==> src/rtl/adder_rr_sched.sv <==
// Round-robin scheduler sharing one pipelined 4-bit add-with-carry among NREQ requesters.
// Optional macro ADDER_RR_SCHED_XPORT_DLY_EN adds a #OUT_DLY transport delay on rsp_* (simulation only).
module adder_rr_sched #(
    parameter int NREQ    = 4,
    parameter int LAT     = 3,
    parameter int OUT_DLY = 1,
    parameter int IDW     = $clog2(NREQ)
) (
    input  logic              clk,
    input  logic              rst_n,
    input  logic [NREQ-1:0]   req,
    input  logic [4*NREQ-1:0] a_in,
    input  logic [4*NREQ-1:0] b_in,
    input  logic [NREQ-1:0]   ci_in,
    input  logic              flush,
    output logic [NREQ-1:0]   gnt,
    output logic              rsp_vld,
    output logic [IDW-1:0]    rsp_id,
    output logic [3:0]        rsp_sum,
    output logic              rsp_co,
    output logic              busy
);

`ifdef ADDER_RR_SCHED_XPORT_DLY_EN
  `define ADDER_RR_SCHED_ODLY #(OUT_DLY)
`else
  `define ADDER_RR_SCHED_ODLY
`endif

    if (NREQ < 2 || NREQ > 8 || LAT < 1 || OUT_DLY < 0) begin : g_bad_param
        $error("adder_rr_sched: parameter out of range");
    end

    logic [IDW-1:0] ptr;
    logic [IDW-1:0] gnt_idx;
    logic           accept;
    logic [3:0]     a_sel;
    logic [3:0]     b_sel;
    logic           ci_sel;
    logic [4:0]     res;
    int             idx;

    logic [LAT-1:0] p_vld;
    logic [IDW-1:0] p_id  [LAT];
    logic [4:0]     p_res [LAT];

    // Handshake: an operation is accepted at the rising edge where req[i] && gnt[i];
    // the requester keeps req and its operand slice stable until that edge.
    always_comb begin
        gnt     = '0;
        gnt_idx = '0;
        accept  = 1'b0;
        a_sel   = '0;
        b_sel   = '0;
        ci_sel  = 1'b0;
        idx     = 0;
        if (rst_n && !flush) begin
            for (int k = 0; k < NREQ; k++) begin
                idx = int'(ptr) + k;
                if (idx >= NREQ) idx = idx - NREQ;
                if (!accept && req[idx]) begin
                    accept   = 1'b1;
                    gnt[idx] = 1'b1;
                    gnt_idx  = IDW'(idx);
                    a_sel    = a_in[4*idx +: 4];
                    b_sel    = b_in[4*idx +: 4];
                    ci_sel   = ci_in[idx];
                end
            end
        end
    end

    assign res  = {1'b0, a_sel} + {1'b0, b_sel} + {4'b0, ci_sel};
    assign busy = accept | rsp_vld | (|p_vld);

    always_ff @(posedge clk or negedge rst_n) begin
        if (!rst_n) begin
            ptr <= '0;
        end else if (accept) begin
            ptr <= (gnt_idx == IDW'(NREQ - 1)) ? '0 : gnt_idx + 1'b1;
        end
    end

    always_ff @(posedge clk or negedge rst_n) begin
        if (!rst_n) begin
            p_vld <= '0;
            for (int j = 0; j < LAT; j++) begin
                p_id[j]  <= '0;
                p_res[j] <= '0;
            end
        end else begin
            p_vld[0] <= accept;
            p_id[0]  <= gnt_idx;
            p_res[0] <= res;
            for (int j = 1; j < LAT; j++) begin
                p_vld[j] <= p_vld[j-1] & ~flush;
                p_id[j]  <= p_id[j-1];
                p_res[j] <= p_res[j-1];
            end
        end
    end

    // Result fields only move on a valid response so they hold between responses.
    always_ff @(posedge clk or negedge rst_n) begin
        if (!rst_n) begin
            rsp_vld <= 1'b0;
            rsp_id  <= '0;
            rsp_sum <= '0;
            rsp_co  <= 1'b0;
        end else begin
            rsp_vld <= `ADDER_RR_SCHED_ODLY (p_vld[LAT-1] & ~flush);
            if (p_vld[LAT-1] && !flush) begin
                rsp_id            <= `ADDER_RR_SCHED_ODLY p_id[LAT-1];
                {rsp_co, rsp_sum} <= `ADDER_RR_SCHED_ODLY p_res[LAT-1];
            end
        end
    end

`undef ADDER_RR_SCHED_ODLY

endmodule

==> config.mk <==
export PLATFORM = sky130hd
export DESIGN_NAME = adder_rr_sched
export DESIGN_NICKNAME = d
export VERILOG_FILES = /design/src/rtl/adder_rr_sched.sv
export SDC_FILE = /design/constraint.sdc
export NUM_CORES = 1
export LEC_CHECK = 0
export ABC_AREA = 1
export CORE_MARGIN = 3
export CORE_UTILIZATION = 49
export DETAILED_ROUTE_END_ITERATION = 8
export PLACE_DENSITY_LB_ADDON = 0.12
export SYNTH_ARGS = -nofsm -noshare
export SYNTH_HDL_FRONTEND = slang
export SYNTH_SLANG_ARGS = --single-unit
==> constraint.sdc <==
create_clock -name clk -period 3.59 [get_ports clk]
set_clock_uncertainty 0.05 [all_clocks]
set_input_delay 0.359 -clock clk [delete_from_list [all_inputs] [get_ports clk]]
set_output_delay 0.359 -clock clk [all_outputs]
set_load 0.03 [all_outputs]
==> After elaboration in Yosys (flattened, before gate mapping) <==
Index checks and enable logic that the tools add are counted.
{ "word_totals": {"wordCells": 143, "input_bits": 43, "output_inout_bits": 13, "regBits": 34} }
{ "op_classes": {"shift": 8, "bitwise_logic": 9, "eq_ne": 1, "n_reduce_logical": 14, "muxes": 77, "magnitude_cmp": 12, "add_sub_neg": 10} }
{ "op_table": {"columns": ["op", "n"], "rows": [
  ["32-bit two-way mux", 8],
  ["16-bit by 32-bit indexed part select with 4-bit output", 8],
  ["32-bit by 1-bit greater-or-equal comparator with 1-bit output, second input constant", 4],
  ["32-bit by 4-bit less-than comparator with 1-bit output, second input constant", 4],
  ["4-bit two-way mux", 18],
  ["1-bit two-way mux", 33],
  ["1-bit binary-select mux with 2-bit select", 8],
  ["2-bit two-way mux", 6],
  ["4-bit bitwise OR", 3],
  ["3-bit by 3-bit subtractor with 4-bit output, second input constant", 3],
  ["3-bit greater-or-equal comparator, second input constant", 3],
  ["1-bit logical AND", 9],
  ["1-bit demux with 2-bit select", 4],
  ["2-bit by 2-bit adder with 3-bit output, second input constant", 2],
  ["4-bit by 4-bit adder with 5-bit output", 1],
  ["5-bit by 1-bit adder with 5-bit output", 1],
  ["1-bit zero test", 4],
  ["2-bit by 3-bit subtractor with 4-bit output, second input constant", 1],
  ["2-bit by 1-bit adder with 3-bit output, second input constant", 1],
  ["1-bit AND", 3],
  ["2-bit by 3-bit greater-or-equal comparator with 1-bit output, second input constant", 1],
  ["3-bit OR reduction", 1],
  ["2-bit by 1-bit adder with 2-bit output, second input constant", 1],
  ["2-bit equality test, second input constant", 1],
  ["2 further kinds", 3]
]} }

==> Depth between registers and ports, before layout <==
Gate-level depths: netlist of the first run.
{ "depth": {"word_depth": 22, "depth_mapped": 20, "ltp_nobuf": 16} }

==> Worst setup path before layout of the first run <==
No wires, ideal clock.
{ "synth_path": {"path_type": "reg-to-reg", "start": "register ptr[1]", "end": "register p_res[12] in the netlist's numbering", "synth_period_minus_slack_ns": 3.372, "slack_ns": 0.218, "t_required_ns": 3.417, "path_stages_with_launch": 18, "arrival_time_ns": 3.199, "n_path_buf": 2, "setup_time_ns": 0.123, "path_cell_list": "dfrtp_1 -> inv_2 -> clkbuf_1 -> ha_1 -> buf_4 -> inv_4 -> nand3_2 -> nand2_4 -> inv_2 -> nor2_8 -> nand2_4 -> nor2_8 -> inv_2 -> nand2_1 -> nand2_1 -> fa_1 -> fa_1 -> xnor2_1"} }
{ "synth_between": {"elab_chain_cells": 22, "word_cells_on_any_way": 80, "classes_between": "9 x add/sub; 4 x order compare; 8 x shift; 53 x mux; 6 x reduce/logical"} }
{ "synth_rtl": {"columns": ["item", "line", "source"], "rows": [
  ["from (decl)", "34", "logic [IDW-1:0] ptr;"],
  ["from (signal assigned)", "80", "ptr <= (gnt_idx == IDW'(NREQ - 1)) ? '0 : gnt_idx + 1'b1;"],
  ["2-bit by 3-bit subtractor with 4-bit output / 2-bit by 3-bit greater-or-equal comparator with 1-bit output (equally long branches)", "60", "if (idx >= NREQ) idx = idx - NREQ;"],
  ["32-bit two-way mux", "60", null],
  ["32-bit two-way mux", "57", "if (rst_n && !flush) begin"],
  ["1-bit binary-select mux with 2-bit select", "61", "if (!accept && req[idx]) begin"],
  ["1-bit two-way mux (not written as such) (2 in series)", "61", null],
  ["1-bit two-way mux", "61", null],
  ["1-bit two-way mux", "57", null],
  ["1-bit zero test", "61", null],
  ["[... 6 more ...]", null, null],
  ["1-bit two-way mux", "57", null],
  ["1-bit zero test", "61", null],
  ["1-bit logical AND", "61", null],
  ["4-bit two-way mux", "61", null],
  ["4-bit two-way mux", "57", null],
  ["4-bit by 4-bit adder with 5-bit output", "73", "assign res = {1'b0, a_sel} + {1'b0, b_sel} + {4'b0, ci_sel};"],
  ["5-bit by 1-bit adder with 5-bit output (*)", "73", null],
  ["named net res[2]", "40", "logic [4:0] res;"],
  ["to (signal, indexed assignment)", "98", "p_res[j] <= p_res[j-1];"],
  ["to (decl)", "45", "logic [4:0] p_res [LAT];"]
]} }
The timed path passes the listed nets; every way through them passes the cells marked *. The select of a mux whose other input is x is not followed.
A chain may end at the register's enable or synchronous reset.

==> Worst setup path in the final report of the first run <==
{ "layout_path": {"start": "register ptr[0]", "end": "register p_res[12] in the netlist's numbering"} }
The elaborated chain is that of the path after synthesis.

==> results of run 1 <==
==> cell usage in the layout (no fill, tap or decap), types with 2 or more instances in the layout <==
master	netlist	final
nand2_1	198	198
clkdlybuf4s50_1	0	51
nand3_1	46	46
o21ai_0	40	40
inv_1	39	39
dfrtp_1	34	34
nor2_1	26	26
a21oi_1	11	11
ha_1	11	11
buf_4	6	10
nand2_2	7	7
nand4_1	6	6
clkbuf_8	0	6
inv_2	5	5
nand2_4	4	4
nor2_4	4	4
inv_4	3	3
nand3_2	3	3
and2_1	3	3
o211ai_1	3	3
a21boi_0	3	3
nor2_8	2	2
clkinv_1	2	2
fa_1	2	2
==> routing by layer <==
layer / wire length [um] / GRT usage
met3: 285 / 0.0336
met1: 3810 / 0.316
met2: 4050 / 0.414
met4: 104 / 0.0604
met5: 0 / 0
==> final cells by class <==
cell class / instances / area share
clock buffers: 7 / 0.0230
multi-input cells: 383 / 0.518
inverters: 49 / 0.0509
flip-flops and latches: 34 / 0.226
repair buffers: 61 / 0.156
well taps: 75 / 0.0250
clock inverters: 1 / 0.00133
==> kinds of logic (layout without fill, tap and decap cells) <==
logic type | count (synthesis) | after routing | synth area share
buf+inv | 68 | 118 | 0.101
mux | 1 | 1 | 0.00322
fa+ha+maj | 13 | 13 | 0.0571
xor+xnor | 2 | 2 | 0.00563
flops | 34 | 34 | 0.273
simple gates | 303 | 303 | 0.444
compound gates | 64 | 64 | 0.115
==> path summary, 6_finish.rpt <==
kind	end	start	cells after the start	slack (ns)
max reg2reg	p_res[12]$_DFF_PN0_	ptr[0]$_DFFE_PN0P_	13	0.35
max	p_res[12]$_DFF_PN0_	ptr[0]$_DFFE_PN0P_	13	0.35
min reg2reg	p_id[3]$_DFF_PN0_	p_id[5]$_DFF_PN0_	0	0.30
min	p_id[3]$_DFF_PN0_	p_id[5]$_DFF_PN0_	0	0.30
max in group asynchronous	p_res[14]$_DFF_PN0_	rst_n	2	2.73
min in group asynchronous	rsp_id[1]$_DFFE_PN0P_	rst_n	2	0.47
==> Yosys cell counts, types with 5 or more instances <==
cell,number
nand4_1,6
inv_1,39
a21oi_1,11
nor2_1,26
nand2_2,7
ha_1,11
o21ai_0,40
inv_2,5
buf_2,5
buf_4,6
dfrtp_1,34
nand2_1,198
nand3_1,46
==> flip-flops by register name, summed over array words and instances (netlist names) <==
register,flops
p_id,6
p_res,15
p_vld,3
ptr,2
rsp_co,1
rsp_id,2
rsp_sum,4
rsp_vld,1
==> through the flow <==
stage | util | hold slack, ns
after detailed placement | 0.609 | 0.285
after CTS | 0.624 | 0.295
after global routing | 0.624 | 0.306
final | 0.624 | 0.295
after floorplan | - | 0.0134
after global placement | 0.609 | 0.283
==> power groups by stage <==
stage	Sequential, mW	Clock (mW)	Combinational, mW
final	0.533	0.277	2.65
after global routing	0.543	0.302	2.99
after CTS	0.534	0.286	2.64
after detailed placement	0.540	0	2.63
after global placement	0.538	0	2.62
after floorplan	0.588	0	1.99
==> flow_summary_export.csv, run 1 <==
group,metric,value,unit
worst_setup_path,critPathMaxFanout,55,
synth,yosysUniqueCellTypes,40,
worst_setup_path,cp.buffers_inverters,1,
floorplan,start_util,0.516,
power,power_switching,1.96,mW
worst_setup_path,arrival,3.34,ns
synth,synth_top_flop_cell,"dfrtp_1",
synth,synthesis.area,0.00311,mm^2
place,port_buffers,55,
sta,max_slew_margin,0.654,
synth,syn_nets,541,
layout,seqCellArea,851,um^2
floorplan,rows,28,
worst_setup_path,path_class,"register to register",
routing,route.detailed.wl_per_inst,13.5,um
global_routing,grt_pass1_vias,3079,
layout,stdcell_count,610,
sta,fmax,309,MHz
power,intPower,1.50,mW
floorplan,io_pins,56,
power,power,3.46,mW
routing,firstDrtPassIters,5,
sta,tightest_slew,0.517,ns
synth,netlist.area_leader.share,0.273,
place,finalWeightedCongestion,0.945,
power,p_comb_frac,0.766,
clock_network,clkSinkCount,34,
synth,ys_seq_area_frac,0.273,
layout,num-fill-cells,584,
sta,layout_min_cycle_time,3.24,ns
floorplan,die_x,85.7,um
place,pre_cts_slack,0.380,ns
power,power.sequential.fraction,0.154,
global_routing,grt.total_usage,0.240,
synth,synth-edff-count,0,
clock_network,post-cts-setup-buffer-count,0,
clock_network,cts_tree,"yes",
clock_network,cts_buffers,5,
synth,syn_area_per_cell,6.42,um^2
routing,wl,8250,um
worst_setup_path,cp-end-kind,"register",
layout,final_nets,590,
place,place_inst,602,
power,p_leak,1.97,nW
power,swShare,0.566,
floorplan,die_h,85.7,um
synth,yosys_warnings,0,
sta,finalSetupViolCount,0,
floorplan,die_area,0.00734,mm^2
global_routing,antenna_found_initial,0,
global_routing,grt_max_degree,56,
run,cap_violations,0,
worst_setup_path,path_cells,"buf_4, nand2_1, nand3_4, nand2_8, nor2_4, nand2_1, nand3_1, o21ai_0, nand2_1, nand2_1, fa_1, fa_1, xnor2_1",
sta,finalHoldViolCount,0,
global_routing,grt_overflow,0,
layout,fin_area,0.00376,mm^2
routing,vias_per_cell,5.22,
sta,rsz0062_at_grt,"false",
floorplan,coreArea,0.00603,mm^2
routing,via_count,3184,
synth,ys_async_sr_fraction,1.00,
synth,ys_seq_elements,34,
power,power_density,919,mW/mm^2
clock_network,clockBufferDepth,2,
global_routing,grt_pass1_wl,14300,um
clock_network,clkTransAtPathRegs,0.06,ns
clock_network,cts_resized,0,
worst_setup_path,cp.required,3.70,ns
worst_setup_path,cp_slowest_stage_delay,0.46,ns
synth,synthTopCellsByArea,"dfrtp_1 27%, nand2_1 24%, nand3_1 7.4%",
sta,slew_violations,0,
routing,drc,0,
worst_setup_path,slowest_stage,"fa_1",
clock_network,root_buffer,"clkbuf_8",
sta,fin_crit_sh,0.901,
power,clkPwrFrac,0.080,
layout,num_antenna_cells,0,
synth,synth_top_area_cell,"dfrtp_1",
synth,syn_inst,485,
worst_setup_path,cp_top_family,"simple AND/OR/NAND/NOR gates",
layout,multi_input_area,0.00195,mm^2
place,dp_hpwl,6380,um
clock_network,hold_buffers,0,
sta,layout_setup_ws,0.354,ns
layout,drive_gt1_frac,0.0935,
clock_network,cts-htree-levels,2,
place,placed_area,0.00367,mm^2
min_path,hold_class,"register to register",
routing,drt_iter0_markers,183,
clock_network,clk_latency,0.27,ns
run_status,status,"finished, final reports clean",
worst_setup_path,start_kind,"register",
sta,finalSetupTns,0,ns
worst_setup_path,path_common_cell,"nand2_1",
layout,syn2layout_area_growth,20.8,%
power,peakVddDrop,785,uV
routing,drtAntennaViolNets,0,
Power figures use the tool's default switching activity.
==> run 2: changes to the inputs <==
Settings changed: CTS_CLUSTER_DIAMETER set to 40.
==> results of run 2 <==
Final layout, timing and power as in run 1 (identical DEF).
==> run 3: changes to the inputs <==
Clock period 3.59 ns to 2.76 ns, I/O delays scaled along.
==> run 3 against run 2 <==
Sequential power is 32% higher. Cell count is 7.7% higher. Fmax rose by 20%. Critical endpoint is now p_res[11]$_DFF_PN0_. Worst setup slack worse by 0.29 ns. Largest cell class unchanged. Clock power up 34%. Total power is 59% higher. Core utilization is 8.6 points higher. Register-to-register slack worse by 0.29 ns. Non-clock buffer count is 47 higher. Die area did not move. Cell area grew 14%.
==> flow_summary_export.csv, run 3 (synthesis gave the netlist of run 1 again) <==
group,metric,value,unit
global_routing,grt.total_usage,0.259,
sta,finalHoldViolCount,0,
worst_setup_path,ff2ff_path_depth,15,
global_routing,antenna_found_initial,0,
sta,slew_violations,0,
layout,num-fill-cells,544,
clock_network,hold_buffers,0,
floorplan,die_h,85.7,um
clock_network,clk_latency,0.28,ns
floorplan,coreArea,0.00603,mm^2
worst_setup_path,r2r_setup_slack,0.06,ns
routing,wl_met1,3690,um
sta,finalSetupViolCount,0,
worst_setup_path,start_kind,"register",
min_path,hold_class,"register to register",
power,power,5.50,mW
power,power_density,1290,mW/mm^2
layout,fin_area,0.00428,mm^2
floorplan,io_pins,56,
worst_setup_path,critPathMaxFanout,7,
power,p_leak,2.24,nW
min_path,hold-path-cell-count,0,
floorplan,die_area,0.00734,mm^2
global_routing,grt_overflow,0,
routing,drc,0,
floorplan,rows,28,
place,finalWeightedCongestion,0.933,
clock_network,clkSinkCount,34,
routing,route.detailed.wl_per_inst,13.6,um
run,cap_violations,0,
layout,final_nets,637,
layout,top_register,"p_res",
min_path,worstHoldStart,"p_res[11]$_DFF_PN0_",
routing,routed-wl-met2,4470,um
worst_setup_path,r2r_end,"p_res[11]$_DFF_PN0_",
place,dp_hpwl,7160,um
clock_network,clkTransAtPathRegs,0.07,ns
power,peakVddDrop,1170,uV
routing,highest_layer,"met4",
global_routing,grt_pass1_wl,15100,um
sta,fin_crit_sh,0.978,
worst_setup_path,path_class,"register to register",
sta,fmax,370,MHz
layout,syn2layout_area_growth,37.4,%
worst_setup_path,arrival,2.83,ns
clock_network,cts-htree-levels,2,
min_path,hold_end,"p_res[6]$_DFF_PN0_",
clock_network,root_buffer,"clkbuf_8",
layout,num_antenna_cells,0,
sta,rsz0062_at_grt,"true",
global_routing,grt_pass1_vias,3382,
routing,met3_length,559,um
sta,max_slew_margin,0.733,
worst_setup_path,regToRegStartpoint,"ptr[0]$_DFFE_PN0P_",
sta,layout_min_cycle_time,2.70,ns
worst_setup_path,cp-end-kind,"register",
clock_network,cts_buffers,5,
clock_network,cts_tree,"yes",
layout,reg_top3,"p_res x15, p_id x6, rsp_sum x4",
place,placed_area,0.00407,mm^2
layout,drive_gt1_frac,0.192,
layout,seqCellArea,852,um^2
layout,layout_commonest_cell,"nand2_1",
place,port_buffers,55,
clock_network,clockBufferDepth,2,
sta,fin_hold_ws,0.298,ns
layout,largest_register_ffs,15,
floorplan,die_x,85.7,um
run_status,status,"finished, final reports clean",
layout,final_cell_mix,"193 x nand2_1, 50 x clkdlybuf4s50_1, 50 x buf_4, 45 x nand3_1, 39 x inv_1",
layout,multi_input_area,0.00203,mm^2
layout,utilization,0.710,
routing,vias_per_cell,5.16,
routing,drtAntennaViolNets,0,
routing,firstDrtPassIters,4,
routing,drt_iter0_markers,176,
sta,tightest_slew,0.398,ns
global_routing,grt_max_degree,42,
worst_setup_path,cp.required,2.89,ns
routing,via_count,3387,
routing,wl,8920,um
floorplan,start_util,0.516,
-- run 3: changes by cell type in the layout (fill, tap and decap cells not counted), moves of 3 or more --
cell,before,now
o21ai_0,40,34
nand2_1,198,193
nor2_1,26,23
o21ai_1,1,5
buf_12,0,3
buf_4,10,50
nand2_2,7,12
nand3_4,1,4
nor2_2,0,3
-- run 3: worst max-delay path by stage --
stage,depth (start not counted),slack (ns),end,start
detailed placement,14,-0.07,p_res[11]$_DFF_PN0_,req[0]
global route,15,-0.04,p_res[11]$_DFF_PN0_,ptr[0]$_DFFE_PN0P_
global placement,14,-0.02,p_res[11]$_DFF_PN0_,req[0]
CTS,14,0.002,p_res[11]$_DFF_PN0_,ptr[0]$_DFFE_PN0P_
floorplan,19,-0.46,p_res[11]$_DFF_PN0_,ptr[0]$_DFFE_PN0P_
finish,15,0.06,p_res[11]$_DFF_PN0_,ptr[0]$_DFFE_PN0P_
-- run 3: layout make-up --
cell class,instances,area share
flip-flops and latches,34,0.199
well taps,75,0.0219
multi-input cells,383,0.474
inverters,49,0.0477
repair buffers,108,0.236
clock buffers,7,0.0202
clock inverters,1,0.00117
-- run 3: what timing repair did --
action                                 4_1_cts  5_1_grt
buffers inserted                             0        3
setup endpoints to repair                    2        4
endpoints found under the hold margin        0        0
pin swaps                                    0       10
gates cloned                                 0        1
gates resized for setup                      4       20
-- run 3: report_power, final --
group | internal, mW | switching [mW]
Combinational | 1.82 | 2.60
Sequential | 0.643 | 0.0611
Clock | 0.201 | 0.170
Total | 2.67 | 2.83
-- run 3: critical path, cell delays in order, from the launching register on --
cell and delay (ns):
dfrtp_2 0.42, clkinv_4 0.09, ha_4 0.28, inv_8 0.07
nand3_4 0.09, nand2_8 0.10, inv_4 0.05, nor2_8 0.09
nand2_4 0.07, nor2_8 0.14, inv_4 0.06, nand2_2 0.07
nand2_2 0.06, fa_2 0.40, fa_2 0.52, inv_1 0.04
-- run 3: stage by stage --
| step | worst slack, ns | cells | TNS, ns |
|---|---|---|---|
| 3_3_place_gp | -0.0198 | 645 | -0.0198 |
| 5_1_grt | -0.0430 | 657 | -0.0921 |
| 3_5_place_dp | -0.0682 | 645 | -0.101 |
| 6_report | 0.0607 | 657 | 0 |
| 4_1_cts | 0.00242 | 653 | 0 |
| 2_1_floorplan | -0.456 | 485 | -1.49 |
-- run 3: metal layers --
layer  vias up  GRT usage
met2        99      0.467
li1       1745          -
met3        18     0.0355
met5         -          0
met4         0     0.0791
met1      1525      0.319
